--- config.mk ---
export PLATFORM = sky130hd
export DESIGN_NAME = alu_multicycle
export DESIGN_NICKNAME = d
export VERILOG_FILES = /design/src/rtl/alu_multicycle.sv
export SDC_FILE = /design/constraint.sdc
export NUM_CORES = 1
export LEC_CHECK = 0
export ABC_AREA = 1
export BUFFER_PORTS_ARGS = -buffer_cell sky130_fd_sc_hd__buf_4
export CORE_MARGIN = 4
export CORE_UTILIZATION = 56
export CTS_CLUSTER_DIAMETER = 150
export DETAILED_ROUTE_END_ITERATION = 16
export GPL_ROUTABILITY_DRIVEN = 0
export PLACE_DENSITY = 0.86
export REMOVE_ABC_BUFFERS = 1
export SYNTH_ARGS = -nofsm -noshare
export SYNTH_HDL_FRONTEND = slang
export SYNTH_SLANG_ARGS = --single-unit
--- constraint.sdc ---
create_clock -name clock -period 2.8 [get_ports clock]
set_input_delay 0.56 -clock clock [delete_from_list [all_inputs] [get_ports clock]]
set_output_delay 0.56 -clock clock [all_outputs]
set_load 0.01 [all_outputs]
--- src/rtl/alu_multicycle.sv ---
// Multi-cycle ALU with valid/ready handshake, iterative shifter and shift-add multiplier.
// Status flags are registered alongside the result for the branch unit.
`ifndef NOT
`define NOT  5'd0
`endif
`ifndef AND
`define AND  5'd1
`endif
`ifndef OR
`define OR   5'd2
`endif
`ifndef XOR
`define XOR  5'd3
`endif
`ifndef ADD
`define ADD  5'd4
`endif
`ifndef ADDI
`define ADDI 5'd5
`endif
`ifndef SUB
`define SUB  5'd6
`endif
`ifndef COMP
`define COMP 5'd7
`endif
`ifndef ANDI
`define ANDI 5'd8
`endif
`ifndef SRI
`define SRI  5'd9
`endif
`ifndef SLI
`define SLI  5'd10
`endif
`ifndef SRA
`define SRA  5'd11
`endif
`ifndef MUL
`define MUL  5'd12
`endif

module alu_multicycle #(
    parameter int WORD_SIZE = 16,
    parameter int SHAMT_W   = $clog2(WORD_SIZE) + 1,
    parameter bit MUL_EN    = 1'b1
) (
    input  logic                 clock,
    input  logic                 reset_n,
    input  logic                 in_valid,
    output logic                 in_ready,
    input  logic [4:0]           opcode,
    input  logic [WORD_SIZE-1:0] input1,
    input  logic [WORD_SIZE-1:0] input2,
    output logic                 out_valid,
    input  logic                 out_ready,
    output logic [WORD_SIZE-1:0] alu_out,
    output logic                 flag_zero,
    output logic                 flag_negative,
    output logic                 flag_carry,
    output logic                 flag_overflow,
    output logic                 busy
);

    localparam int W = WORD_SIZE;
    localparam logic [SHAMT_W-1:0] CNT_FULL = SHAMT_W'(W);
    localparam logic [SHAMT_W-1:0] CNT_ONE  = SHAMT_W'(1);
    localparam logic [W-1:0]       W_LIMIT  = W'(W);

    typedef enum logic [1:0] {IDLE, EXEC, DONE} state_t;
    typedef enum logic [1:0] {K_SLI, K_SRI, K_SRA, K_MUL} kind_t;

    state_t               state_q, state_d;
    kind_t                kind_q, kind_d;
    logic [W-1:0]         a_q, a_d;
    logic [W-1:0]         b_q, b_d;
    logic [W-1:0]         hi_q, hi_d;
    logic [SHAMT_W-1:0]   cnt_q, cnt_d;
    logic [W-1:0]         res_q, res_d;
    logic                 zf_q, zf_d;
    logic                 nf_q, nf_d;
    logic                 cf_q, cf_d;
    logic                 vf_q, vf_d;

    logic                 accept;
    logic [W:0]           add_w;
    logic [W:0]           sub_w;
    logic [SHAMT_W-1:0]   shamt;
    logic [W-1:0]         sh_next;
    logic                 sh_out;
    logic [W:0]           mul_sum;
    logic [W-1:0]         mul_lo;
    logic                 fin;
    logic [W-1:0]         fin_res;
    logic                 fin_c;
    logic                 fin_v;
    logic                 start_shift;
    kind_t                sh_kind;

    always_comb begin
        add_w = {1'b0, input1} + {1'b0, input2};
        sub_w = {1'b0, input1} - {1'b0, input2};
        shamt = (input2 >= W_LIMIT) ? CNT_FULL : input2[SHAMT_W-1:0];

        sh_next = a_q;
        sh_out  = 1'b0;
        unique case (kind_q)
            K_SLI:   {sh_out, sh_next} = {a_q, 1'b0};
            K_SRI:   {sh_next, sh_out} = {1'b0, a_q};
            K_SRA:   {sh_next, sh_out} = {a_q[W-1], a_q};
            default: begin
                sh_next = a_q;
                sh_out  = 1'b0;
            end
        endcase

        // One shift-add step on the {hi, b} product register.
        mul_sum = {1'b0, hi_q} + (b_q[0] ? {1'b0, a_q} : '0);
        mul_lo  = {mul_sum[0], b_q[W-1:1]};
    end

    always_comb begin
        state_d     = state_q;
        kind_d      = kind_q;
        a_d         = a_q;
        b_d         = b_q;
        hi_d        = hi_q;
        cnt_d       = cnt_q;
        res_d       = res_q;
        zf_d        = zf_q;
        nf_d        = nf_q;
        cf_d        = cf_q;
        vf_d        = vf_q;
        fin         = 1'b0;
        fin_res     = '0;
        fin_c       = 1'b0;
        fin_v       = 1'b0;
        start_shift = 1'b0;
        sh_kind     = K_SLI;

        in_ready = (state_q == IDLE) || ((state_q == DONE) && out_ready);
        accept   = in_valid && in_ready;

        unique case (state_q)
            IDLE: ;
            EXEC: begin
                cnt_d = cnt_q - CNT_ONE;
                fin   = (cnt_q == CNT_ONE);
                if (kind_q == K_MUL) begin
                    hi_d    = mul_sum[W:1];
                    b_d     = mul_lo;
                    fin_res = mul_lo;
                    fin_c   = |mul_sum[W:1];
                end else begin
                    a_d     = sh_next;
                    fin_res = sh_next;
                    fin_c   = sh_out;
                end
            end
            DONE: begin
                if (out_ready) state_d = IDLE;
            end
            default: state_d = IDLE;
        endcase

        if (accept) begin
            unique case (1'b1)
                (opcode == `NOT): begin
                    fin     = 1'b1;
                    fin_res = ~input1;
                end
                (opcode == `AND), (opcode == `ANDI): begin
                    fin     = 1'b1;
                    fin_res = input1 & input2;
                end
                (opcode == `OR): begin
                    fin     = 1'b1;
                    fin_res = input1 | input2;
                end
                (opcode == `XOR): begin
                    fin     = 1'b1;
                    fin_res = input1 ^ input2;
                end
                (opcode == `ADD), (opcode == `ADDI): begin
                    fin     = 1'b1;
                    fin_res = add_w[W-1:0];
                    fin_c   = add_w[W];
                    fin_v   = (input1[W-1] == input2[W-1])
                           && (add_w[W-1] != input1[W-1]);
                end
                (opcode == `SUB): begin
                    fin     = 1'b1;
                    fin_res = sub_w[W-1:0];
                    fin_c   = sub_w[W];
                    fin_v   = (input1[W-1] != input2[W-1])
                           && (sub_w[W-1] != input1[W-1]);
                end
                (opcode == `COMP): begin
                    fin     = 1'b1;
                    fin_res = W'(input1 == input2);
                end
                (opcode == `SLI): begin
                    start_shift = 1'b1;
                    sh_kind     = K_SLI;
                end
                (opcode == `SRI): begin
                    start_shift = 1'b1;
                    sh_kind     = K_SRI;
                end
                (opcode == `SRA): begin
                    start_shift = 1'b1;
                    sh_kind     = K_SRA;
                end
                ((opcode == `MUL) && MUL_EN): begin
                    state_d = EXEC;
                    kind_d  = K_MUL;
                    a_d     = input1;
                    b_d     = input2;
                    hi_d    = '0;
                    cnt_d   = CNT_FULL;
                end
                default: begin
                    fin     = 1'b1;
                    fin_res = '0;
                end
            endcase

            if (start_shift) begin
                kind_d = sh_kind;
                a_d    = input1;
                cnt_d  = shamt;
                if (shamt == '0) begin
                    fin     = 1'b1;
                    fin_res = input1;
                end else begin
                    state_d = EXEC;
                end
            end
        end

        if (fin) begin
            state_d = DONE;
            res_d   = fin_res;
            zf_d    = (fin_res == '0);
            nf_d    = fin_res[W-1];
            cf_d    = fin_c;
            vf_d    = fin_v;
        end
    end

    always_ff @(posedge clock or negedge reset_n) begin
        if (!reset_n) begin
            state_q <= IDLE;
            kind_q  <= K_SLI;
            a_q     <= '0;
            b_q     <= '0;
            hi_q    <= '0;
            cnt_q   <= '0;
            res_q   <= '0;
            zf_q    <= 1'b0;
            nf_q    <= 1'b0;
            cf_q    <= 1'b0;
            vf_q    <= 1'b0;
        end else begin
            state_q <= state_d;
            kind_q  <= kind_d;
            a_q     <= a_d;
            b_q     <= b_d;
            hi_q    <= hi_d;
            cnt_q   <= cnt_d;
            res_q   <= res_d;
            zf_q    <= zf_d;
            nf_q    <= nf_d;
            cf_q    <= cf_d;
            vf_q    <= vf_d;
        end
    end

    assign out_valid     = (state_q == DONE);
    assign busy          = (state_q != IDLE);
    assign alu_out       = res_q;
    assign flag_zero     = zf_q;
    assign flag_negative = nf_q;
    assign flag_carry    = cf_q;
    assign flag_overflow = vf_q;

endmodule
==> impl_metrics.tcl, run 1 <==
set metrics [dict create \
    status "completed" \
    place_area_mm2 0.00923 \
    ys_ff_latch 76 \
    power.total_mw 7.72 \
    rows 44 \
    fmax_mhz 374 \
    ys_warn_count 0 \
    wirelength_um 26400 \
    grt_max_degree 68 \
    drt_iter0_markers 918 \
    hp-class "in -> async" \
    tightest_slew_ns 0.600 \
    final.period_utilization_pct 95.4 \
    grt_pass1_wl_um 42500 \
    synth_top_family_by_area "simple AND/OR/NAND/NOR gates" \
    clk_latency_ns 0.35 \
    synth_edf_count 0 \
    clk_pin_slew_ns 0.07 \
    fin_skew_ns 0.0141 \
    drv_cap 0 \
    async_flop_share_pct 100 \
    wl_per_cell_um 16.2 \
    layout-drive-gt1-share_pct 13.4 \
    critical_path_class "reg -> reg" \
    crit_fanout 14 \
    ys_types 50 \
    grt_pass1_vias 8745 \
    slew_violations 0 \
    synth_area_mm2 0.00839 \
    synth_seq_area_share_pct 22.7 \
    end_kind "register" \
    synth_compound_area_share_pct 16.1 \
    yosys.area_share.simple_pct 35.0 \
    syn_avg_cell_area_um2 6.18 \
    dieWidth_um 130 \
    grt_usage_pct 31.2 \
    finish.utilization_pct 66.1 \
    antenna_cells 0 \
    final_hold_viol_count 0 \
    p_sw_mw 3.62 \
    irDropWorstVdd_mv 0.428 \
    num_io_pins 64 \
    synth.area.mux_share_pct 0 \
    start_kind "register" \
    cellLeakagePower_nw 5.36 \
    nFillCells 1253 \
    port_buffers 63 \
    ctsHoldBuffers 0 \
    synth_flop_cell "dfrtp_1" \
    drcViolationCount 0 \
    cts_max_level 3 \
    p_sw_share_pct 46.9 \
    cts_buffer_depth 2 \
    synth_top_area_share_pct 22.7 \
    setup_tns_ns 0 \
    p_clk_share_pct 16.1 \
    ant_nets 0 \
    vias 9418 \
    synth_commonest_cells "nand2_1 (393), inv_1 (210), nor2_1 (128), nand3_1 (106), dfrtp_1 (76)" \
    yosys.area_share.adder_pct 11.3 \
    powerDensity_mw_per_mm2 801 \
    coreArea_mm2 0.0146 \
    synth_top_area_cell "dfrtp_1" \
    dieArea_mm2 0.0170 \
    power_frac_comb_pct 58.7 \
    area_delta_synth_final_pct 14.8 \
    seqPwrFrac_pct 25.2 \
    critPathArrivalTime_ns 2.89 \
    internal_power_mw 4.10 \
    post_drt_via_cell_ratio 5.78 \
    start_util_pct 57.5 \
    slew_headroom_pct 59.9 \
    design.final.nets 1556 \
    yosysMostFrequentCell "nand2_1" \
    cts.sinks 76 \
    post-route-cell-area_mm2 0.00964 \
    cts_tree "yes" \
    place_hpwl_um 20800 \
    numCtsBuffers 9 \
    cts-root-buf "clkbuf_16" \
    synth_area_leaders "dfrtp_1 (23%), nand2_1 (18%), ha_1 (11%)" \
    synthCells 1359 \
    antenna_found_initial 0 \
    dr.pass1.iters 6 \
    setup_violations 0 \
    die_h_um 130 \
    synth_xor_area_share_pct 1.67 \
    overflow 0 \
    cp.required_ns 3.02 \
    finalCriticalPeriod_ns 2.67 \
]
cell type report:
type | count | area (um2) | share of cell area (%)
multi-input combinational | 1008 | 5410 | 56.1
clock buffer | 9 | 225 | 2.34
clock inverter | 6 | 87.6 | 0.909
sequential | 76 | 1900 | 19.7
inverter | 225 | 851 | 8.83
tap | 184 | 230 | 2.39
timing repair buffer | 121 | 933 | 9.69
state kept, by name, indices dropped and copies added, names as in the netlist, 2 cells and up:
| signal | flops |
|---|---|
| alu_out | 16 |
| cnt_q | 5 |
| b_q | 16 |
| a_q | 16 |
| state_q | 2 |
| kind_q | 2 |
| hi_q | 16 |
layout by cell type (no fill, tap or decap), types with 3 or more instances in the layout:
cell type,synthesis,final
clkbuf_16,0,9
o22ai_1,15,15
nor2_1,128,126
nand2_2,7,8
nand2_1,393,392
a31oi_1,11,11
a211oi_1,9,9
nand3_2,5,5
o21ai_1,7,15
or2_2,5,5
o21ai_0,64,56
xor2_1,10,9
ha_1,71,71
o211ai_1,26,26
a21oi_2,4,7
nor2_2,5,7
nand4_1,19,19
o31ai_1,3,3
o2111ai_1,6,6
nor3_1,8,8
dfrtp_1,76,76
nor2_4,3,3
a21oi_1,71,68
o21a_1,5,5
nand3_1,106,106
xnor2_1,6,5
inv_2,13,13
buf_4,4,118
inv_1,210,209
final timing paths:
kind                            startpoint  cells after the start    endpoint  slack, ns
worst max-delay path                b_q[0]                     16  flag_carry       0.13
worst min-delay path               reset_n                      1    cnt_q[2]       0.04
worst max register to register      b_q[0]                     16  flag_carry       0.13
worst min register to register  alu_out[4]                      2  alu_out[4]       0.48
max in group asynchronous          reset_n                      2    hi_q[12]       2.17
min in group clock               out_ready                      4  state_q[1]       0.48
per-stage QoR:
| stage | worst slack, ns | std cells | hold WS [ns] |
|---|---|---|---|
| detailed placement | 0.0515 | 1607 | 0.406 |
| finish | 0.129 | 1629 | 0.0391 |
| global route | -0.00123 | 1629 | 0.0489 |
| CTS | 0.122 | 1622 | 0.0441 |
| floorplan | -0.868 | 1309 | 0.264 |
| global placement | 0.0953 | 1607 | 0.403 |
power by group through the flow:
stage          clock (mW)  combinational (mW)  sequential, mW
2_1_floorplan           0                2.86            1.92
3_3_place_gp            0                4.11            1.92
3_5_place_dp            0                4.23            1.95
4_1_cts              1.24                4.28            1.94
5_1_grt              1.28                5.05            2.00
6_report             1.24                4.53            1.95
critical path, cell delays in order (launching register included):
cell and delay [ns]:
dfrtp_1 0.41, buf_4 0.20, nand2_1 0.08, inv_1 0.05
ha_1 0.34, nand2_1 0.09, nand2_1 0.07, nand3_1 0.12
nand2_1 0.07, a21oi_1 0.16, o21ai_1 0.12, xor2_1 0.22
nand2_1 0.10, nor2_2 0.13, nand4_1 0.14, nand3_1 0.14
a21oi_1 0.09
per-layer routing:
layer / vias to the layer above / wire (um) / GRT usage, %
met4: 0 / 1250 / 13.8
met2: 531 / 12100 / 50.6
li1: 4529 / - / -
met3: 114 / 2730 / 5.33
met1: 4244 / 10400 / 41.1
met5: - / 0 / 0
what timing repair did:
action	in CTS	in global routing
buffers inserted	0	7
gates resized for setup	0	17
hold endpoints to repair	0	0
endpoints found under the setup margin	0	3
kinds of logic after synthesis:
kind of cell	count (synthesis)
buffers and inverters	275
xor gates and xnor gates	16
and+or+nand+nor	689
adders and majority gates	74
AOI/OAI and AO/OA	229
DFF	76
(Power assumes the default switching activity.)
==> run 2, diff against run 1 <==
--- a/config.mk
+++ b/config.mk
@@ -6,13 +6,13 @@
 export NUM_CORES = 1
 export LEC_CHECK = 0
 export ABC_AREA = 1
-export BUFFER_PORTS_ARGS = -buffer_cell sky130_fd_sc_hd__buf_4
 export CORE_MARGIN = 4
-export CORE_UTILIZATION = 56
+export CORE_UTILIZATION = 60
 export CTS_CLUSTER_DIAMETER = 150
 export DETAILED_ROUTE_END_ITERATION = 16
+export DONT_BUFFER_PORTS = 1
 export GPL_ROUTABILITY_DRIVEN = 0
-export PLACE_DENSITY = 0.86
+export PLACE_DENSITY = 0.87
 export REMOVE_ABC_BUFFERS = 1
 export SYNTH_ARGS = -nofsm -noshare
 export SYNTH_HDL_FRONTEND = slang
==> run 2 against run 1 <==
Compared with the run above: register-to-register slack better by 0.03 ns; sequential share of layout area is 1.4 points higher; clock power is 7% higher; via count is 1.9% lower; critical path depth is 1 lower; combinational power is 10% lower; die area is 6.3% lower; total power is 4.0% lower; setup slack better by 0.034 ns; sequential cell count stayed put; final area is 6.7% lower; largest power group unchanged.
==> impl_metrics.tcl, run 2 (synthesis results as in run 1) <==
set metrics [dict create \
    status "completed" \
    coreArea_mm2 0.0135 \
    irDropWorstVdd_mv 0.388 \
    grt_pass1_wl_um 42900 \
    setup_violations 0 \
    antenna_cells 0 \
    fmax_mhz 379 \
    post-place-ws_ns 0.139 \
    drv_cap 0 \
    end_kind "register" \
    cellLeakagePower_nw 4.93 \
    final_cell_mix "nand2_1 (393), inv_1 (209), nor2_1 (125)" \
    start_util_pct 62.4 \
    port_buffers 0 \
    slew_headroom_pct 60.6 \
    critPathArrivalTime_ns 2.87 \
    finalCriticalPeriod_ns 2.64 \
    rsz0062_at_grt "false" \
    post_drt_via_cell_ratio 6.02 \
    drcViolationCount 0 \
    design.final.nets 1469 \
    clk_pin_slew_ns 0.06 \
    nFillCells 1195 \
    dieWidth_um 126 \
    start_kind "register" \
    finish.utilization_pct 66.8 \
    grt_pass1_vias 8852 \
    area_delta_synth_final_pct 7.10 \
    dr.pass1.iters 6 \
    post-route-cell-area_mm2 0.00899 \
    overflow 0 \
    cp.required_ns 3.03 \
    vias 9236 \
    num_io_pins 64 \
    layout_commonest_cell "nand2_1" \
    final_hold_viol_count 0 \
    powerDensity_mw_per_mm2 825 \
    die_h_um 126 \
    crit_fanout 8 \
    setup_slack_ns 0.163 \
    cts_tree "yes" \
    cts_buffer_depth 2 \
    cts.sinks 76 \
    tightest_slew_ns 0.590 \
    layout-drive-gt1-share_pct 7.73 \
    wl_per_cell_um 17.1 \
    numCtsBuffers 9 \
    dp.cells 1511 \
    place_hpwl_um 19900 \
    slew_violations 0 \
    clk_latency_ns 0.34 \
    cts-root-buf "clkbuf_16" \
    hp-class "in -> async" \
    grt_max_degree 77 \
    stdcell_count 1535 \
    critical_path_class "reg -> reg" \
    dieArea_mm2 0.0159 \
    fin_skew_ns 0.00805 \
    wirelength_um 26200 \
    antenna_found_initial 0 \
    grt_usage_pct 32.5 \
    rows 42 \
    ant_nets 0 \
    place_area_mm2 0.00854 \
    cts_max_level 3 \
    final.period_utilization_pct 94.2 \
    drt_iter0_markers 1102 \
]
==> run 2: changes by cell type in the layout (fill, tap and decap cells not counted), sizes merged <==
cell	delta
inv	-1
bufinv	+1
clkinv	-2
clkinvlp	+3
buf	-86
clkbuf	-1
==> run 2: worst max-delay path, cell delays in order, from the launching register on <==
cell	delay [ns]
dfrtp_1	0.43
ha_2	0.27
inv_1	0.09
nor2_2	0.24
clkinvlp_4	0.22
buf_4	0.21
o21ai_0	0.31
nand2_1	0.11
nand3_1	0.10
nand2_1	0.06
a21oi_2	0.20
nor2_1	0.10
nand2_1	0.06
nor2_1	0.04
nand3_1	0.05
nand2_1	0.05
==> run 2: layout make-up <==
| class | instances | area, um2 | share of cell area, % |
|---|---|---|---|
| Inverter | 225 | 855 | 9.51 |
| Timing Repair Buffer | 34 | 283 | 3.15 |
| Tap cell | 176 | 220 | 2.45 |
| Clock inverter | 7 | 115 | 1.28 |
| Multi-Input combinational cell | 1008 | 5390 | 60.0 |
| Clock buffer | 9 | 225 | 2.51 |
| Sequential cell | 76 | 1900 | 21.2 |
==> run 2: final timing paths <==
check | startpoint | to | slack [ns] | depth (start not counted)
hold reg to reg | hi_q[10] | hi_q[10] | 0.53 | 2
setup / recovery | kind_q[0] | flag_zero | 0.16 | 15
max in group asynchronous | reset_n | flag_overflow | 2.37 | 1
min in group clock | opcode[1] | kind_q[0] | 0.36 | 1
hold / removal | reset_n | cnt_q[3] | 0.09 | 1
setup reg to reg | kind_q[0] | flag_zero | 0.16 | 15
==> run 2: per-layer routing <==
| layer | GRT usage (%) | wire length [um] | share of wire (%) |
|---|---|---|---|
| met1 | 41.4 | 10100 | 38 |
| met2 | 53.7 | 11900 | 46 |
| met3 | 5.84 | 2960 | 11 |
| met4 | 15.3 | 1220 | 4.7 |
| met5 | 0 | 0 | 0 |
==> run 2: per-stage QoR <==
| step | hold slack (ns) | TNS, ns | power (mW) |
|---|---|---|---|
| 2_1_floorplan | 0.264 | -11.19 | 4.78 |
| 3_3_place_gp | 0.266 | 0 | 5.70 |
| 3_5_place_dp | 0.266 | 0 | 5.80 |
| 4_1_cts | 0.121 | 0 | 7.20 |
| 5_1_grt | 0.125 | 0 | 8.02 |
| 6_report | 0.0885 | 0 | 7.42 |
==> run 2: repair_timing <==
action,CTS,global route
gates resized for setup,0,10
hold buffers,1,0
endpoints found under the hold margin,76,0
setup endpoints to repair,0,2
setup buffers,0,7
==> run 2: power by group <==
| group | internal, mW | leakage (nW) | switching (mW) |
|---|---|---|---|
| sequential | 1.59 | 0.943 | 0.421 |
| clock | 0.867 | 0.161 | 0.463 |
| combinational | 1.46 | 3.83 | 2.61 |
